$ cat src/rtl/video_pkg.sv
`default_nettype none
// ============================================================================
// Module      : video_pkg
// Description : Shared constants and types for the text-line video path:
//               character ROM geometry, BCD sentinel, per-field mode bit
//               positions and the line-renderer state encoding.
// Revision    : 1.0 - initial release
// ============================================================================
package video_pkg;

    // Character ROM geometry: address is {digit, row}.
    localparam int CHAR_ROWS   = 16;
    localparam int CHAR_ADDR_W = 8;

    // All-nines value used as a "no data" marker on BCD fields.
    localparam logic [3:0] BCD_SENTINEL = 4'h9;

    // Bit positions inside a 3-bit field mode word.
    localparam int FM_BLANK_MAX   = 0;
    localparam int FM_BLANK_ZERO  = 1;
    localparam int FM_LZ_SUPPRESS = 2;

    typedef enum logic [2:0] {
        ST_IDLE  = 3'd0,
        ST_LOAD  = 3'd1,
        ST_CHECK = 3'd2,
        ST_ISSUE = 3'd3,
        ST_DRAIN = 3'd4,
        ST_DONE  = 3'd5
    } render_state_t;

endpackage : video_pkg
`default_nettype wire

$ cat src/rtl/bcd_field_eval.sv
`default_nettype none
// ============================================================================
// Module      : bcd_field_eval
// Description : Combinational evaluation of one multi-digit BCD field.
//               Decides whether the whole field is blanked (all-nines or
//               all-zero tests) and which digits are leading zeros that
//               must render as an empty glyph.
// Ports       : i_bcd      - DIGITS packed nibbles, digit 0 least significant
//               i_mode     - field mode bits (see video_pkg FM_* constants)
//               o_blank    - field is not drawn at all
//               o_suppress - per-digit "draw 8'h00 instead of the glyph"
// Revision    : 1.0 - initial release
// ============================================================================
module bcd_field_eval
    import video_pkg::*;
#(
    parameter int DIGITS = 5
) (
    input  logic [DIGITS*4-1:0] i_bcd,
    input  logic [2:0]          i_mode,
    output logic                o_blank,
    output logic [DIGITS-1:0]   o_suppress
);

    logic w_all_max;
    logic w_all_zero;
    logic w_zero_above;

    always_comb begin
        w_all_max    = 1'b1;
        w_all_zero   = 1'b1;
        w_zero_above = 1'b1;
        o_suppress   = '0;

        // Non-BCD nibbles (>9) fail both tests naturally.
        for (int d = 0; d < DIGITS; d++) begin
            if (i_bcd[d*4 +: 4] != BCD_SENTINEL) w_all_max  = 1'b0;
            if (i_bcd[d*4 +: 4] != 4'h0)         w_all_zero = 1'b0;
        end

        // Walk down from the most significant digit; a digit is a leading
        // zero while it and everything above it is zero. Digit 0 always
        // shows, so a zero value still renders a single "0".
        for (int d = DIGITS - 1; d >= 1; d--) begin
            w_zero_above  = w_zero_above & (i_bcd[d*4 +: 4] == 4'h0);
            o_suppress[d] = i_mode[FM_LZ_SUPPRESS] & w_zero_above;
        end

        o_blank = (i_mode[FM_BLANK_MAX]  & w_all_max) |
                  (i_mode[FM_BLANK_ZERO] & w_all_zero);
    end

endmodule : bcd_field_eval
`default_nettype wire

$ cat src/rtl/bcd_line_renderer.sv
`default_nettype none
// ============================================================================
// Module      : bcd_line_renderer
// Description : Overlays NUM_FIELDS BCD fields onto a pre-rendered text line,
//               one glyph row per render. Copies the base line, walks the
//               fields, issues one character-ROM fetch per shown digit and
//               writes the returned glyph row into the digit's byte slot.
// Ports       : i_clock/i_reset_n - pixel clock, async active-low reset
//               i_start           - render request (restarts at any time)
//               i_row             - glyph row to render
//               i_base_line       - static bitmap for this row
//               i_bcd/i_digit_pos/i_field_mode - field values, slots, modes
//               o_char_addr/i_char_data - external character ROM port
//               o_line_out        - rendered line
//               o_busy/o_done     - render status
// Revision    : 1.0 - initial release
// ============================================================================
module bcd_line_renderer
    import video_pkg::*;
#(
    parameter int NUM_FIELDS  = 4,
    parameter int DIGITS      = 5,
    parameter int LINE_SIZE   = 368,
    parameter int POS_W       = 6,
    parameter int ROM_LATENCY = 3
) (
    input  logic                               i_clock,
    input  logic                               i_reset_n,
    input  logic                               i_start,
    input  logic [3:0]                         i_row,
    input  logic [LINE_SIZE-1:0]               i_base_line,
    input  logic [NUM_FIELDS*DIGITS*4-1:0]     i_bcd,
    input  logic [NUM_FIELDS*DIGITS*POS_W-1:0] i_digit_pos,
    input  logic [NUM_FIELDS*3-1:0]            i_field_mode,
    output logic [CHAR_ADDR_W-1:0]             o_char_addr,
    input  logic [7:0]                         i_char_data,
    output logic [LINE_SIZE-1:0]               o_line_out,
    output logic                               o_busy,
    output logic                               o_done
);

    localparam int FIELD_W = (NUM_FIELDS > 1)  ? $clog2(NUM_FIELDS)  : 1;
    localparam int DIG_W   = (DIGITS > 1)      ? $clog2(DIGITS)      : 1;
    localparam int DRN_W   = (ROM_LATENCY > 1) ? $clog2(ROM_LATENCY) : 1;
    localparam int SLOTS   = LINE_SIZE / 8;

    localparam logic [FIELD_W-1:0] LAST_FIELD = FIELD_W'(NUM_FIELDS - 1);
    localparam logic [DIG_W-1:0]   LAST_DIGIT = DIG_W'(DIGITS - 1);
    localparam logic [DRN_W-1:0]   LAST_DRAIN = DRN_W'(ROM_LATENCY - 1);

    // ------------------------------------------------------------------
    // Request snapshot, taken on every start
    // ------------------------------------------------------------------
    logic [3:0]                         r_row;
    logic [NUM_FIELDS*DIGITS*4-1:0]     r_bcd;
    logic [NUM_FIELDS*DIGITS*POS_W-1:0] r_pos;
    logic [NUM_FIELDS*3-1:0]            r_mode;

    // ------------------------------------------------------------------
    // Sequencer state
    // ------------------------------------------------------------------
    render_state_t      r_state;
    render_state_t      w_state_nxt;
    logic [FIELD_W-1:0] r_field;
    logic [FIELD_W-1:0] w_field_nxt;
    logic [DIG_W-1:0]   r_digit;
    logic [DIG_W-1:0]   w_digit_nxt;
    logic [DRN_W-1:0]   r_drain;
    logic [DRN_W-1:0]   w_drain_nxt;
    logic               w_load;
    logic               w_issue;

    logic [CHAR_ADDR_W-1:0] r_char_addr;
    logic [LINE_SIZE-1:0]   r_line;

    // Capture pipeline: one entry per ROM fetch, aligned with the ROM delay.
    logic [ROM_LATENCY-1:0] r_pipe_vld;
    logic [ROM_LATENCY-1:0] r_pipe_blk;
    logic [POS_W-1:0]       r_pipe_pos [ROM_LATENCY];

    // ------------------------------------------------------------------
    // Per-field evaluation
    // ------------------------------------------------------------------
    logic [NUM_FIELDS-1:0] w_blank;
    logic [DIGITS-1:0]     w_suppress [NUM_FIELDS];

    generate
        for (genvar f = 0; f < NUM_FIELDS; f++) begin : g_field
            bcd_field_eval #(
                .DIGITS     (DIGITS)
            ) u_eval (
                .i_bcd      (r_bcd[f*DIGITS*4 +: DIGITS*4]),
                .i_mode     (r_mode[f*3 +: 3]),
                .o_blank    (w_blank[f]),
                .o_suppress (w_suppress[f])
            );
        end
    endgenerate

    // Select the field/digit currently addressed by the sequencer.
    logic             w_cur_blank;
    logic             w_cur_sup;
    logic [3:0]       w_cur_digit;
    logic [POS_W-1:0] w_cur_pos;

    always_comb begin
        w_cur_blank = 1'b0;
        w_cur_sup   = 1'b0;
        w_cur_digit = 4'h0;
        w_cur_pos   = '0;
        for (int f = 0; f < NUM_FIELDS; f++) begin
            if (r_field == FIELD_W'(f)) begin
                w_cur_blank = w_blank[f];
                for (int d = 0; d < DIGITS; d++) begin
                    if (r_digit == DIG_W'(d)) begin
                        w_cur_sup   = w_suppress[f][d];
                        w_cur_digit = r_bcd[(f*DIGITS + d)*4 +: 4];
                        w_cur_pos   = r_pos[(f*DIGITS + d)*POS_W +: POS_W];
                    end
                end
            end
        end
    end

    // ------------------------------------------------------------------
    // Next-state logic
    // ------------------------------------------------------------------
    logic w_last_field;
    assign w_last_field = (r_field == LAST_FIELD);

    always_comb begin
        w_state_nxt = r_state;
        w_field_nxt = r_field;
        w_digit_nxt = r_digit;
        w_drain_nxt = r_drain;
        w_load      = 1'b0;
        w_issue     = 1'b0;

        if (i_start) begin
            // A new request preempts whatever is in flight.
            w_state_nxt = ST_LOAD;
        end else begin
            case (r_state)
                ST_IDLE: begin
                    w_state_nxt = ST_IDLE;
                end
                ST_LOAD: begin
                    w_load      = 1'b1;
                    w_field_nxt = '0;
                    w_state_nxt = ST_CHECK;
                end
                ST_CHECK: begin
                    if (!w_cur_blank) begin
                        w_digit_nxt = '0;
                        w_state_nxt = ST_ISSUE;
                    end else if (w_last_field) begin
                        w_drain_nxt = '0;
                        w_state_nxt = ST_DRAIN;
                    end else begin
                        w_field_nxt = r_field + 1'b1;
                        w_state_nxt = ST_CHECK;
                    end
                end
                ST_ISSUE: begin
                    w_issue = 1'b1;
                    if (r_digit != LAST_DIGIT) begin
                        w_digit_nxt = r_digit + 1'b1;
                    end else if (w_last_field) begin
                        w_drain_nxt = '0;
                        w_state_nxt = ST_DRAIN;
                    end else begin
                        w_field_nxt = r_field + 1'b1;
                        w_state_nxt = ST_CHECK;
                    end
                end
                ST_DRAIN: begin
                    // Wait for the last fetch to clear the capture pipeline.
                    if (r_drain == LAST_DRAIN) begin
                        w_state_nxt = ST_DONE;
                    end else begin
                        w_drain_nxt = r_drain + 1'b1;
                    end
                end
                ST_DONE: begin
                    w_state_nxt = ST_IDLE;
                end
                default: begin
                    w_state_nxt = ST_IDLE;
                end
            endcase
        end
    end

    // ------------------------------------------------------------------
    // Registers
    // ------------------------------------------------------------------
    logic [POS_W-1:0] w_cap_pos;
    logic [7:0]       w_cap_byte;

    assign w_cap_pos  = r_pipe_pos[ROM_LATENCY-1];
    assign w_cap_byte = r_pipe_blk[ROM_LATENCY-1] ? 8'h00 : i_char_data;

    always_ff @(posedge i_clock or negedge i_reset_n) begin
        if (!i_reset_n) begin
            r_state     <= ST_IDLE;
            r_field     <= '0;
            r_digit     <= '0;
            r_drain     <= '0;
            r_row       <= '0;
            r_bcd       <= '0;
            r_pos       <= '0;
            r_mode      <= '0;
            r_char_addr <= '0;
            r_line      <= '0;
            r_pipe_vld  <= '0;
            r_pipe_blk  <= '0;
            for (int i = 0; i < ROM_LATENCY; i++) begin
                r_pipe_pos[i] <= '0;
            end
        end else begin
            r_state <= w_state_nxt;
            r_field <= w_field_nxt;
            r_digit <= w_digit_nxt;
            r_drain <= w_drain_nxt;

            if (i_start) begin
                r_row      <= i_row;
                r_bcd      <= i_bcd;
                r_pos      <= i_digit_pos;
                r_mode     <= i_field_mode;
                // Drop every fetch of the aborted render, including the
                // one that would have been captured on this edge.
                r_pipe_vld <= '0;
            end else begin
                for (int i = ROM_LATENCY - 1; i >= 1; i--) begin
                    r_pipe_vld[i] <= r_pipe_vld[i-1];
                    r_pipe_blk[i] <= r_pipe_blk[i-1];
                    r_pipe_pos[i] <= r_pipe_pos[i-1];
                end
                r_pipe_vld[0] <= w_issue;
                r_pipe_blk[0] <= w_cur_sup;
                r_pipe_pos[0] <= w_cur_pos;

                if (w_issue) begin
                    r_char_addr <= {w_cur_digit, r_row};
                end

                if (w_load) begin
                    r_line <= i_base_line;
                end else if (r_pipe_vld[ROM_LATENCY-1]) begin
                    // Slots that would run past the line write nothing.
                    for (int s = 0; s < SLOTS; s++) begin
                        if (int'(w_cap_pos) == s) begin
                            r_line[s*8 +: 8] <= w_cap_byte;
                        end
                    end
                end
            end
        end
    end

    assign o_char_addr = r_char_addr;
    assign o_line_out  = r_line;
    assign o_busy      = (r_state != ST_IDLE) && (r_state != ST_DONE);
    assign o_done      = (r_state == ST_DONE);

endmodule : bcd_line_renderer
`default_nettype wire

$ cat config.mk
export PLATFORM = sky130hd
export DESIGN_NAME = bcd_line_renderer
export DESIGN_NICKNAME = d
export VERILOG_FILES = /design/src/rtl/video_pkg.sv /design/src/rtl/bcd_field_eval.sv /design/src/rtl/bcd_line_renderer.sv
export SDC_FILE = /design/constraint.sdc
export NUM_CORES = 1
export LEC_CHECK = 0
export CORE_AREA = 2 2 378 380
export CTS_BUF_LIST = sky130_fd_sc_hd__clkbuf_8
export CTS_CLUSTER_SIZE = 8
export DETAILED_ROUTE_END_ITERATION = 10
export DIE_AREA = 0 0 380 382
export MAX_ROUTING_LAYER = met4
export REMOVE_ABC_BUFFERS = 1
export SYNTH_ARGS = -nofsm -noshare
export SYNTH_HDL_FRONTEND = slang
export SYNTH_HIERARCHICAL = 1
export SYNTH_SLANG_ARGS = --single-unit
$ cat constraint.sdc
create_clock -name i_clock -period 3.2 [get_ports i_clock]
set_input_delay 0.8 -clock i_clock [delete_from_list [all_inputs] [get_ports i_clock]]
set_output_delay 0.8 -clock i_clock [all_outputs]
set_load 0.01 [all_outputs]
After elaboration in Yosys (flattened, before gate mapping). Index checks and enable logic that the tools add are counted.

Mux-type cells: 187. Eq/ne operators: 87. Reduce and logical (&&, ||, !) cells: 142. Bitwise gates (word level): 41. $add $sub $neg: 3.

Operators by type and width (number): 368-bit two-way mux (2); 8-bit two-way mux (47); 6-bit == test (second input constant) (30); 6-bit two-way mux (24); 3-bit AND reduction (46); 4-bit two-way mux (24); 2-bit nonzero test (48); 4-bit inequality test (second input constant) (20); 4-bit nonzero test (20); 1-bit two-way mux (71); 4-bit zero test (16); 6-bit by 5-bit == test with 1-bit output (second input constant) (8); 1-bit AND (36); 6-bit by 4-bit == test with 1-bit output (second input constant) (4); 3-bit two-way mux (8); 2-bit two-way mux (7); 3-bit by 2-bit == test with 1-bit output (second input constant) (4); 6-bit by 3-bit == test with 1-bit output (second input constant) (2); 3-bit inequality test (second input constant) (4); 2-bit case mux with 3 select lines (2); 3-bit case mux with 4 select lines (1); 2-bit inequality test (second input constant) (5); 3-bit == test (second input constant) (3); 3-bit nonzero test (3); other kinds (16) (25).

Register bits after elaboration: 626. Output and inout bits: 378. Bits of input ports: 595. Word-level logic and storage cells: 520.

Logic depth before layout (Yosys ltp).
Depth after elaboration: 28. Depth in mapped cells: 13.

Cells and area by module. Netlist, hierarchy kept.

By module, submodules not included: bcd_line_renderer (area an instance 28715.0 µm², cells each 2493, instances 1); bcd_field_eval (area an instance 172.7 µm², cells each 23, instances 4).

Worst setup path before layout. OpenSTA, ideal clock, no wires.

Path type: register to register. Start: register r_digit[2]. End: register r_pipe_blk[0]. Slack: 538 ps. Buffers on the path: 5. Arrival: 2572 ps. Stages on the path, launching flop included: 13. Required time: 3110 ps. Cells stage by stage: dfrtp_1 -> buf_2 -> buf_2 -> inv_1 -> buf_2 -> ha_1 -> buf_2 -> or2_1 -> clkbuf_1 -> or3_1 -> a2111oi_0 -> a221oi_1 -> o2111ai_1.

Word-level cells in the longest chain between the ends: 24. Elaborated cells on any way between the ends: 28. Those cells by class: 4 x eq/ne; 23 x mux; 1 x reduce/logical.

Ends and longest elaborated chain: start: declaration (RTL line bcd_line_renderer.sv:66) `logic [DIG_W-1:0] r_digit;`; start signal: assignment (RTL line bcd_line_renderer.sv:223) `r_digit <= w_digit_nxt;`; 3-bit by 1-bit == test with 1-bit output (RTL line bcd_line_renderer.sv:115) `if (r_digit == DIG_W'(d)) begin`; 1-bit two-way mux (4 in a row) (RTL line bcd_line_renderer.sv:115); 1-bit two-way mux (RTL line bcd_line_renderer.sv:112) `if (r_field == FIELD_W'(f)) begin`; 1-bit two-way mux (5 in a row) (RTL line bcd_line_renderer.sv:115); 1-bit two-way mux (RTL line bcd_line_renderer.sv:112); 1-bit two-way mux (5 in a row) (RTL line bcd_line_renderer.sv:115); 1-bit two-way mux (RTL line bcd_line_renderer.sv:112); 1-bit two-way mux (5 in a row) (RTL line bcd_line_renderer.sv:115); 1-bit two-way mux (*) (RTL line bcd_line_renderer.sv:112); end signal: indexed assignment (RTL line bcd_line_renderer.sv:237) `r_pipe_blk[i] <= r_pipe_blk[i-1];`; end signal: assignment (RTL line bcd_line_renderer.sv:241) `r_pipe_blk[0] <= w_cur_sup;`; end: declaration (RTL line bcd_line_renderer.sv:78) `logic [ROM_LATENCY-1:0] r_pipe_blk;`.

Mark *: on every way between the ends. The rest lies on a longest branch, timed or not. A chain may end at the register's enable or synchronous reset.

Final worst setup path.
Start: register r_pipe_pos (netlist bit w_cap_pos[3]). End: register r_line[270], in the netlist o_line_out[270].

Word-level cells in the longest chain between the ends: 3.

Ends and longest elaborated chain: start: declaration (RTL line bcd_line_renderer.sv:79) `logic [POS_W-1:0] r_pipe_pos [ROM_LATENCY];`; start signal: indexed assignment (RTL line bcd_line_renderer.sv:238) `r_pipe_pos[i] <= r_pipe_pos[i-1];`; 6-bit == test (RTL line bcd_line_renderer.sv:253) `if (int'(w_cap_pos) == s) begin`; 2-bit nonzero test (no source line); 3-bit AND reduction (no source line); end signal: assignment (RTL line bcd_line_renderer.sv:249) `r_line <= i_base_line;`; end signal: indexed assignment (RTL line bcd_line_renderer.sv:254) `r_line[s*8 +: 8] <= w_cap_byte;`; end: declaration (RTL line bcd_line_renderer.sv:74) `logic [LINE_SIZE-1:0] r_line;`.

No other way between the ends.

==> flow_summary.toml <==
[outcome]
status = "finished, final reports clean"

[timing]
relSlewSlack_pct = 19.63
skew_ps = 64.21
finalHoldViolCount = 0
finalSetupViolCount = 0
final-max-slew-violation-count = 0
setup_ws_ps = 347.5
worst_pin_slew_ps = 1205
holdWs_ps = 240.5
period_share_pct = 89.14
max_freq_mhz = 350.6
rsz0062_at_grt = "no"
min_period_ps = 2852
setup_tns_ps = 0

[drt]
drt_iter0_markers = 2997
drtAntennaViolNets = 0
wirelength_mm = 173.0
dr_total_vias = 28265
wl_per_cell_um = 30.81
dr.pass1.iters = 6
drc = 0
routed_via_density = 5.034

[logic_synthesis]
synth_top_family_by_area = "compound AO/OA/AOI/OAI gates"
syn_area_mm2 = 0.02941
syn_inst = 2585
synth.top_cell.area_share_pct = 53.27
synth_adder_area_share_pct = 0.4255
syn_avg_cell_area_um2 = 11.38
async_flop_share_pct = 100.0
synth_simple_gate_area_share_pct = 12.30
synthXorXnorAreaFrac_pct = 0.02978
yosysUniqueCellTypes = 86
synthTopCellsByArea = "dfrtp_1 (53%), a221o_1 (12%), mux2_2 (8.7%)"
yosys.area.top_type = "dfrtp_1"
yosysWarnings = 6
synth_edf_count = 0
netlist_top_cells_count = "dfrtp_1 (626), nor2_1 (400), a221o_1 (339), mux2_2 (226), a21oi_1 (109)"
muxShareOfSynthArea_pct = 8.723
ys_seq_area_share_pct = 53.27
synth_compound_area_share_pct = 20.87
dominantRegCellSynth = "dfrtp_1"
yosysMostFrequentCell = "dfrtp_1"
ys_seq_elements = 626

[global_route]
grt_pass1_vias = 27769
grt_usage_pct = 23.64
grt_overflow_total = 0
grt_pass1_wl_mm = 234.9
grt_antenna_before_repair = 56
grt_start_max_net_pins = 129

[clock_network]
clock-sinks = 626
insertion_delay_ps = 850
cts_root_buf = "clkbuf_8"
cts_buffers = 119
clock_path_buffers = 3
htree_levels = 3
path_clk_slew_ps = 60
cts_tree = "yes"

[power_and_ir_drop]
vdd_drop_max_mv = 0.3717
powerDensity_mw_per_mm2 = 735.4
leakagePower_nw = 17.68

[floorplan]
rows = 138
die_area_mm2 = 0.1452
core_area_mm2 = 0.1409
die_h_um = 382
io_pins = 973
die_w_um = 380
start_util_pct = 20.87

[worst_setup_path]
worstPathRequired_ps = 3930
path_max_fanout = 20
cp-start-kind = "flop"
crit_path_end_kind = "flop"
arrival_ps = 3580
worst-setup-path-type = "flop to flop"

[final_layout]
final_nets = 4204
drive_gt1_share_pct = 16.90
syn2layout_area_growth_pct = 51.35
layout.cells.non_filler = 5615

[place]
place.gp.congestion = 0.9575
placement.io_buffers = 972
hpwl_mm = 133.1
dpl.cell_count = 5367
pre_cts_slack_ps = -269.6

[job]
cap_violations = 0

[worst_hold_path]
hold_class = "input port to flop"
-- report_power, final --
part | internal (mW) | switching (mW)
clock | 4.62 | 3.95
combinational | 5.95 | 7.09
sequential | 9.62 | 1.51
-- cells by family (layout without fill, tap and decap cells) --
group | after synthesis | in the layout
AO/OA/AOI/OAI | 759 | 759
XOR/XNOR | 1 | 1
adder cells (fa/ha/maj) | 10 | 10
buffers and inverters | 245 | 1353
flip-flops | 626 | 626
multiplexers | 228 | 228
other | 4 | 36
AND/OR/NAND/NOR | 712 | 712
-- path summary, 6_finish.rpt --
path                                     from         endpoint  slack (ps)  depth (start not counted)
max in group asynchronous           i_reset_n   o_line_out[61]        1680                          4
worst min register to register  r_pipe_vld[0]    r_pipe_vld[1]         450                          1
worst max register to register   w_cap_pos[3]  o_line_out[270]         350                          5
worst max-delay path             w_cap_pos[3]  o_line_out[270]         350                          5
worst min-delay path                  i_start       r_state[1]         240                          2
min in group asynchronous           i_reset_n        r_bcd[38]         440                          2
-- timing repair --
item / 4_1_cts / 5_1_grt
endpoints found under the hold margin: 32 / 0
endpoints found under the setup margin: 2 / 0
gates resized for setup: 5 / 0
setup buffers: 0 / 0
hold buffers: 1 / 0
-- layout make-up --
type,count,area (µm²)
fill,14462,96390
clock inverter,76,605.6
timing repair buffer,1109,11220
antenna,32,80.08
clock buffer,139,1913
inverter,29,108.9
sequential,626,15680
multi-input combinational,1714,12540
tap,1890,2365
-- flip-flops by register name, summed over array words and instances (netlist names) --
| name | count |
|---|---|
| o_char_addr | 8 |
| o_line_out | 368 |
| r_bcd | 80 |
| r_digit | 3 |
| r_drain | 2 |
| r_field | 2 |
| r_mode | 12 |
| r_pipe_blk | 3 |
| r_pipe_pos | 12 |
| r_pipe_vld | 3 |
| r_pos | 120 |
| r_row | 4 |
| r_state | 3 |
| w_cap_pos | 6 |
-- metal layers --
layer	share of wire (%)	routed length (µm)	vias up	global-route usage [%]
li1	-	-	11959	-
met2	46	79120	1581	36.73
met5	0	0	-	-
met1	40	68580	14413	28.46
met4	4.5	7779	0	9.443
met3	10	17520	312	7.425
-- critical path, cell delays in order (launching register included) --
cell     delay [ps]
dfrtp_2         490
buf_4           250
nor4b_2         680
a21oi_4         390
nor2_1          710
a221o_1         200
-- metrics by stage --
step                power, mW  util (%)  instance area [µm²]
finish                  32.73     31.59                44510
global route            34.09     31.57                44490
CTS                     33.04     31.53                44430
detailed placement      24.24     29.74                41900
global placement        24.19     29.74                41900
floorplan               15.96         -                28240
-- cells in the final DEF, fill, tap and decap left out, drive strengths merged, types with 25 or more instances in the layout --
cell | netlist | layout
a21oi | 124 | 124
a221o | 339 | 339
a221oi | 27 | 27
a22oi | 25 | 25
buf | 150 | 138
clkbuf | 66 | 139
clkdlybuf4s50 | 0 | 968
dfrtp | 626 | 626
diode | 0 | 32
inv | 27 | 72
mux2 | 226 | 226
nand2 | 95 | 95
nand2b | 25 | 25
nand3 | 26 | 26
nor2 | 401 | 401
nor2b | 26 | 26
nor4 | 25 | 25
o21ai | 103 | 103
o22ai | 29 | 29
Note: power is estimated with default switching activity, not from simulation.
